`src/rtl/tx_string_sequencer_pkg.sv`:
```
// Shared constants, state encoding and helpers for the result-string serialiser.
// Character 0 of a string occupies the most significant byte.
package tx_string_sequencer_pkg;

    localparam int unsigned STR_CHARS  = 14;
    localparam int unsigned INT_DIGITS = 6;
    localparam int unsigned CHAR_W     = 8;
    localparam int unsigned STR_W      = STR_CHARS * CHAR_W;
    localparam int unsigned IDX_W      = 4;

    localparam logic [CHAR_W-1:0] ASCII_ZERO = 8'h30;
    localparam logic [CHAR_W-1:0] ASCII_CR   = 8'h0D;
    localparam logic [CHAR_W-1:0] ASCII_LF   = 8'h0A;

    localparam logic [IDX_W-1:0] LAST_IDX     = IDX_W'(STR_CHARS - 1);
    localparam logic [IDX_W-1:0] LAST_INT_IDX = IDX_W'(INT_DIGITS - 1);

    typedef enum logic [2:0] {
        IDLE   = 3'd0,
        SCAN   = 3'd1,
        SEND   = 3'd2,
        EOL_CR = 3'd3,
        EOL_LF = 3'd4,
        FIN    = 3'd5
    } state_t;

    // Byte offered to the UART together with its qualifier.
    typedef struct packed {
        logic              valid;
        logic [CHAR_W-1:0] data;
    } tx_beat_t;

    // Indexed character mux; indices past the last character read as zero.
    function automatic logic [CHAR_W-1:0] char_at(input logic [STR_W-1:0] s,
                                                  input logic [IDX_W-1:0] idx);
        logic [CHAR_W-1:0] c;
        c = '0;
        for (int unsigned i = 0; i < STR_CHARS; i++) begin
            if (idx == IDX_W'(i)) begin
                c = s[(STR_CHARS - 1 - i) * CHAR_W +: CHAR_W];
            end
        end
        return c;
    endfunction

endpackage

```
`src/rtl/tx_string_sequencer.sv`:
```
// Captures one ASCII result string per request and streams it byte-by-byte to
// the UART, optionally dropping integer leading zeros and appending CR/LF.
module tx_string_sequencer
    import tx_string_sequencer_pkg::*;
#(
    parameter bit SUPPRESS_LZ = 1'b1,
    parameter bit APPEND_EOL  = 1'b1
) (
    input  logic              clk,
    input  logic              rst_n,
    input  logic [STR_W-1:0]  in_str,
    input  logic              in_valid,
    output logic              in_ready,
    output logic [CHAR_W-1:0] tx_byte,
    output logic              tx_valid,
    input  logic              tx_ready,
    output logic              busy,
    output logic              done
);

    state_t            state;
    state_t            state_next;
    logic [IDX_W-1:0]  idx;
    logic [IDX_W-1:0]  idx_next;
    logic [STR_W-1:0]  str_q;
    logic [STR_W-1:0]  str_next;
    tx_beat_t          beat_q;
    tx_beat_t          beat_next;
    logic              in_ready_q;
    logic              in_ready_next;
    logic              busy_q;
    logic              busy_next;
    logic              done_q;
    logic              done_next;

    logic              accept_c;
    logic              xfer_c;
    logic              scan_zero_c;

    assign accept_c    = in_valid && in_ready_q;
    assign xfer_c      = beat_q.valid && tx_ready;
    assign scan_zero_c = (char_at(str_q, idx) == ASCII_ZERO) && (idx < LAST_INT_IDX);

    // State, index, captured string and registered outputs.
    always_ff @(posedge clk) begin
        if (!rst_n) begin
            state      <= IDLE;
            idx        <= '0;
            str_q      <= '0;
            beat_q     <= '0;
            in_ready_q <= 1'b1;
            busy_q     <= 1'b0;
            done_q     <= 1'b0;
        end else begin
            state      <= state_next;
            idx        <= idx_next;
            str_q      <= str_next;
            beat_q     <= beat_next;
            in_ready_q <= in_ready_next;
            busy_q     <= busy_next;
            done_q     <= done_next;
        end
    end

    // Next state plus the output values that state will present.
    always_comb begin
        state_next    = state;
        idx_next      = idx;
        str_next      = str_q;
        beat_next     = '0;
        in_ready_next = 1'b0;
        busy_next     = 1'b1;
        done_next     = 1'b0;

        unique case (state)
            IDLE: begin
                if (accept_c) begin
                    str_next   = in_str;
                    idx_next   = '0;
                    state_next = SUPPRESS_LZ ? SCAN : SEND;
                end
            end
            SCAN: begin
                if (scan_zero_c) begin
                    idx_next = idx + IDX_W'(1);
                end else begin
                    state_next = SEND;
                end
            end
            SEND: begin
                if (xfer_c) begin
                    if (idx == LAST_IDX) begin
                        state_next = APPEND_EOL ? EOL_CR : FIN;
                    end else begin
                        idx_next = idx + IDX_W'(1);
                    end
                end
            end
            EOL_CR: begin
                if (xfer_c) begin
                    state_next = EOL_LF;
                end
            end
            EOL_LF: begin
                if (xfer_c) begin
                    state_next = FIN;
                end
            end
            FIN: begin
                state_next = IDLE;
            end
            default: begin
                state_next = IDLE;
            end
        endcase

        // Outputs are registered, so they are decoded from the upcoming state.
        unique case (state_next)
            SEND: begin
                beat_next.valid = 1'b1;
                beat_next.data  = char_at(str_next, idx_next);
            end
            EOL_CR: begin
                beat_next.valid = 1'b1;
                beat_next.data  = ASCII_CR;
            end
            EOL_LF: begin
                beat_next.valid = 1'b1;
                beat_next.data  = ASCII_LF;
            end
            FIN: begin
                done_next = 1'b1;
            end
            IDLE: begin
                in_ready_next = 1'b1;
                busy_next     = 1'b0;
            end
            default: begin
                beat_next = '0;
            end
        endcase
    end

    assign in_ready = in_ready_q;
    assign tx_byte  = beat_q.data;
    assign tx_valid = beat_q.valid;
    assign busy     = busy_q;
    assign done     = done_q;

endmodule

```
`config.mk`:
```
export PLATFORM = sky130hd
export DESIGN_NAME = tx_string_sequencer
export DESIGN_NICKNAME = d
export VERILOG_FILES = /design/src/rtl/tx_string_sequencer_pkg.sv /design/src/rtl/tx_string_sequencer.sv
export SDC_FILE = /design/constraint.sdc
export NUM_CORES = 1
export LEC_CHECK = 0
export BUFFER_PORTS_ARGS = -buffer_cell sky130_fd_sc_hd__buf_4
export CORE_UTILIZATION = 35
export DETAILED_ROUTE_END_ITERATION = 10
export GPL_TIMING_DRIVEN = 0
export HOLD_SLACK_MARGIN = 0.05
export PLACE_DENSITY = 0.6
export SYNTH_ARGS = -nofsm -noshare
export SYNTH_HDL_FRONTEND = slang
export SYNTH_SLANG_ARGS = --single-unit
```
`constraint.sdc`:
```
create_clock -name clk -period 7 [get_ports clk]
set_input_delay 0.35 -clock clk [delete_from_list [all_inputs] [get_ports clk]]
set_output_delay 0.35 -clock clk [all_outputs]
set_load 0.05 [all_outputs]
```
Word level (Yosys, flattened, before mapping)
Index checks and enable logic that the tools add are counted.
- logic and storage cells: 98
- register bits after elaboration: 131
- eq/ne operators: 35
- order comparisons: 1
- reduce and logical (&&, ||, !) cells: 7
- add/sub/neg operators: 1
- mux-type cells: 46
- operators with widths (operator ; count):
    $mux 112 ; 2
    $mux 8 ; 28
    $eq 4x4->1 const B ; 12
    $eq 4x3->1 const B ; 8
    $pmux 9 s3 ; 1
    $mux 3 ; 6
    $eq 4x2->1 const B ; 4
    $mux 4 ; 4
    $pmux 3 s5 ; 1
    $eq 3x2->1 const B ; 4
    $pmux 4 s3 ; 1
    $eq 3x3->1 const B ; 3
    $eq 4x1->1 const B ; 2
    $eq 8x6->1 const B ; 1
    $logic_not 4->1 ; 2
    $logic_not 3->1 ; 2
    $add 4x1->4 const B ; 1
    $lt 4x3->1 const B ; 1
    $eq 3x1->1 const B ; 1
    $logic_and 1x1->1 ; 3
    $mux 1 ; 3

Depth between registers and ports, before layout
- word-level depth: 35
- mapped depth: 20
- gate-level depth less buffers: 15

Least setup slack after synthesis
Ideal clock, no wire load.
- path type: register to register
- start point: register idx[0]
- end point: register beat_q (netlist bit tx_byte[5])
- buffers on the path: 3
- path slack: 3419 ps
- setup time: 122 ps
- period minus slack after synthesis: 3581 ps
- arrival time: 3459 ps
- stages on the path, launching flop included: 17
- cells stage by stage: dfxtp_1 -> inv_1 -> ha_1 -> nor2b_1 -> buf_2 -> a221o_1 -> a211oi_1 -> a211oi_2 -> nor4_4 -> a21oi_2 -> or2_1 -> a32oi_2 -> buf_2 -> buf_2 -> nand4_1 -> a21oi_1 -> a21oi_1
- word-level cells in the longest chain between the ends: 35
- elaborated cells on any way between the ends: 73
- those cells by class: add/sub (1); order compare (1); eq/ne (30); mux (38); reduce/logical (3)
- ends and longest elaborated chain (item ; line ; text):
    from (decl) ; tx_string_sequencer.sv:23 ; logic [IDX_W-1:0] idx;
    from (signal assigned) ; tx_string_sequencer.sv:56 ; idx <= idx_next;
    $logic_not 4->1 ; tx_string_sequencer_pkg.sv:39 ; if (idx == IDX_W'(i)) begin
    $mux 8 (14 in a row) ; tx_string_sequencer_pkg.sv:39 ;
    $eq 8x6->1 ; tx_string_sequencer.sv:42 ; assign scan_zero_c = (char_at(str_q, idx) == ASCII_ZERO) && (idx < LAST_INT_IDX);
    $logic_and 1x1->1 ; tx_string_sequencer.sv:42 ;
    $mux 4 ; tx_string_sequencer.sv:84 ; if (scan_zero_c) begin
    $pmux 4 s3 ; tx_string_sequencer.sv:75 ; unique case (state)
    $logic_not 4->1 ; tx_string_sequencer_pkg.sv:39 ;
    $mux 8 (14 in a row) ; tx_string_sequencer_pkg.sv:39 ;
    $pmux 9 s3 (*) ; tx_string_sequencer.sv:118 ; unique case (state_next)
    to (signal assigned) ; tx_string_sequencer.sv:58 ; beat_q <= beat_next;
    to (decl) ; tx_string_sequencer.sv:27 ; tx_beat_t beat_q;
Mark *: on every way between the ends. The rest lies on a longest branch, timed or not.
A chain may end at the register's enable or synchronous reset.

Worst setup path after layout
- start point: register idx[0]
- end point: register beat_q (netlist bit tx_byte[1])
Same word-level chain as after synthesis.

==> impl_results.md <==
* CP max FO at 10
* Die span in y at 148.5 um
* IO Port Bufs at 127
* Largest area contributor in the netlist: dfxtp_1
* Async set-reset flop share out of synthesis at 0%
* Fmax at 0.1738 GHz
* Final Skew at 0.008705 ns
* # setup viols final at 0
* Layout cell share with drive strength beyond 1 at 19.04%
* LEAKAGE at 0.003669 uW
* Post-DRT Antenna Nets at 0
* MaxCap Viol Count at 0
* Hold Fails Final Rpt at 0
* Setup bufs post-CTS at 0
* Area contributors post-synth: dfxtp_1, mux2i_1, nand2_1
* Via density at 5.925
* Synth Register Bits at 131
* DR iter-0 viols at 1054
* P&R area growth vs syn at 26.10%
* GPL Wtd Cong at 1.013
* Mapped Area at 7508 um^2
* Hold Crit Class: in2reg
* CTS tree: built
* Reg2Reg Setup Slack at 1.25 ns
* CTS hold repair buffers at 0
* Outcome: finished clean
* Worst setup SP type: register
* Hold Slack at 0.1524 ns
* Crit-path max cell delay at 1.04 ns
* Cell variety after synth at 77
* Routed wire length at 36540 um
* Area taken by multi-input logic gates at 4474 um^2
* Post-Route Setup TNS at 0 ns
* First-pass GRT wire length at 52010 um
* Clock tree root driver cell: clkbuf_16
* Worst reg2reg endpoint: tx_byte[1]
* DP HPWL at 27620 um
* Vias in the first global route at 7785
* Die X-Extent at 148.5 um
* Max Slew Vio Count at 0
* Rel. slew slack at 19.80%
* Hold Path End: str_q[87]
* PwrDens at 288.7 nW/um^2
* Ratio of final minimum period to clock period at 82.19%
* WP data arrival at 6.09 ns
* Commonest non-fill, non-tap cell in the layout: nand2_1
* Gate Count Post-Synth at 965
* 1st-pass router iterations at 6
* GRT Residual Overflow at 0
* Setup CP Type: reg2reg
* Remaining DRCs at 0
* Synthesis Warnings at 0
* Worst Hold Depth at 3
* Num CTS Buffers at 17
* Sequential share of the synthesized area at 34.93%
* Tmin final at 5.753 ns
* Filler instances at 2202
* CTS clock-pin slew for the worst setup and hold paths at 0.06 ns
* H-tree Lvls at 4
* Syn Area/Cell at 7.781 um^2
* # clock sinks at 131
* Vias at 8295
* Yosys top cell area share at 34.93%
* Register area at 2623 um^2
* Top FF cell, synth: dfxtp_1
* RSZ-0062 raised after global routing: false
* Core area at 21020 um^2
* Worst flop-to-flop path startpoint: idx[0]
* Critical-path cell list: ha_1 -> clkbuf_1 -> nand3b_1 -> a211oi_1 -> nor4_1 -> nor3_1 -> nor4_4 -> a21oi_2 -> o31ai_2 -> nand2_1 -> nor3_2 -> a21oi_1 -> o21ai_1 -> a21oi_1 -> a311oi_1
* EDFF count, synth at 0
* Clock buffer depth at 2
* Most used cell, CP: a21oi_1
* Clk_lat worst skew at 0.44 ns
* Reg2reg path depth at 15
* Crit end category: register
* Final net count at 1231
* Worst Max-Slew Pin Slew at 1.196 ns
* CP required at 7.34 ns
* Largest net degree at the start of global routing at 17
* Row count at 53
* Resized cells post-CTS at 0
* Max VDD drop at 148.5 uV
* # IOs at 128
* Hold_sp: in_str[87]
* Starting Density at 35.72%
* GRT Util Overall at 33.26%
* Most frequent cells in the layout: nand2_1, buf_4, dfxtp_1
* Die area at 22040 um^2
* Slowest cell on crit path: o31ai_2
* Number of antenna violations at the first check in global routing at 0
* Wirelength per Cell at 26.10 um
* Synthesized net count at 1085
synth_stat cells (3+ instances only):
master,instances
a211oi_1,8
a21boi_0,11
a21o_1,5
a21oi_1,84
a221o_1,8
a221oi_1,4
a311oi_1,8
a31oi_1,17
a32oi_1,3
and2_1,8
and3_1,5
buf_1,9
buf_2,26
buf_4,6
clkbuf_1,35
dfxtp_1,131
ha_1,4
inv_1,19
mux2i_1,77
nand2_1,167
nand2b_1,9
nand3_1,16
nand3b_1,6
nand4_1,4
nand4b_1,3
nor2_1,85
nor2b_1,49
nor3_1,14
nor3_2,3
nor3b_1,5
nor4_1,5
o2111ai_1,4
o211ai_1,3
o21a_1,3
o21ai_0,42
o21ai_1,6
o221ai_1,6
o22ai_1,8
o31a_1,3
o31ai_1,3
or3_1,7
worst max-delay path, delay by kind of cell (launching register included):
kind                       cells  cell delay [ns]
adders and majority gates      1             0.47
AOI/OAI and AO/OA              7             1.98
buffers and inverters          1             0.58
and+or+nand+nor                6             2.11
DFF                            1             0.50
power by group:
| group | switching, uW | leakage [uW] | internal, uW |
|---|---|---|---|
| sequential | 90.1 | 0.00107 | 851 |
| combinational | 498 | 0.00228 | 268 |
| clock | 372 | 0.000322 | 655 |
metrics by stage:
stage	cells	worst slack [ns]	util [%]	instance area [um^2]	total power [uW]
after floorplan	965	3.419	-	7508	1373
after global placement	1367	1.557	41.89	8806	1693
after detailed placement	1367	1.688	41.89	8806	1693
after CTS	1399	1.626	45.03	9465	2703
after global routing	1399	1.137	45.03	9465	2814
final	1400	1.247	45.04	9468	2733
metal layers:
layer  track usage [%]  vias to the layer above  wire, um
li1                  -                     3722         -
met3             6.319                       85      3651
met5                 0                        -         0
met4             14.48                        0      1326
met2             50.12                      524     15820
met1             45.91                     3964     15750
layout make-up:
class,instances,area share [%]
diodes,1,0.02643
plain buffers,76,3.595
repair buffers,127,10.07
inverters,19,0.7533
clock inverters,11,2.101
flip-flops and latches,131,27.70
multi-input cells,739,47.26
well taps,275,3.634
clock buffers,21,4.863
kinds of logic after synthesis:
kind of cell / count (synthesis) / share of synthesized area [%]
AO/OA/AOI/OAI: 257 / 22.88
flip-flops: 131 / 34.93
buffers and inverters: 95 / 5.482
adder cells (fa/ha/maj): 4 / 0.6666
AND/OR/NAND/NOR: 400 / 25.63
multiplexers: 78 / 10.41
state kept, by name, indices dropped and copies added, names as in the netlist:
register	count
tx_valid	1
str_q	112
tx_byte	8
idx	4
in_ready	1
done	1
state	3
busy	1
worst max path at each step:
stage | slack (ns) | from | endpoint
floorplan | 3.42 | idx[0] | tx_byte[5]
global placement | 1.56 | idx[0] | tx_byte[1]
detailed placement | 1.69 | idx[0] | tx_byte[1]
CTS | 1.63 | idx[0] | tx_byte[1]
global route | 1.14 | idx[0] | tx_byte[1]
finish | 1.25 | idx[0] | tx_byte[1]
No activity file was read; power rests on OpenSTA's default activity.
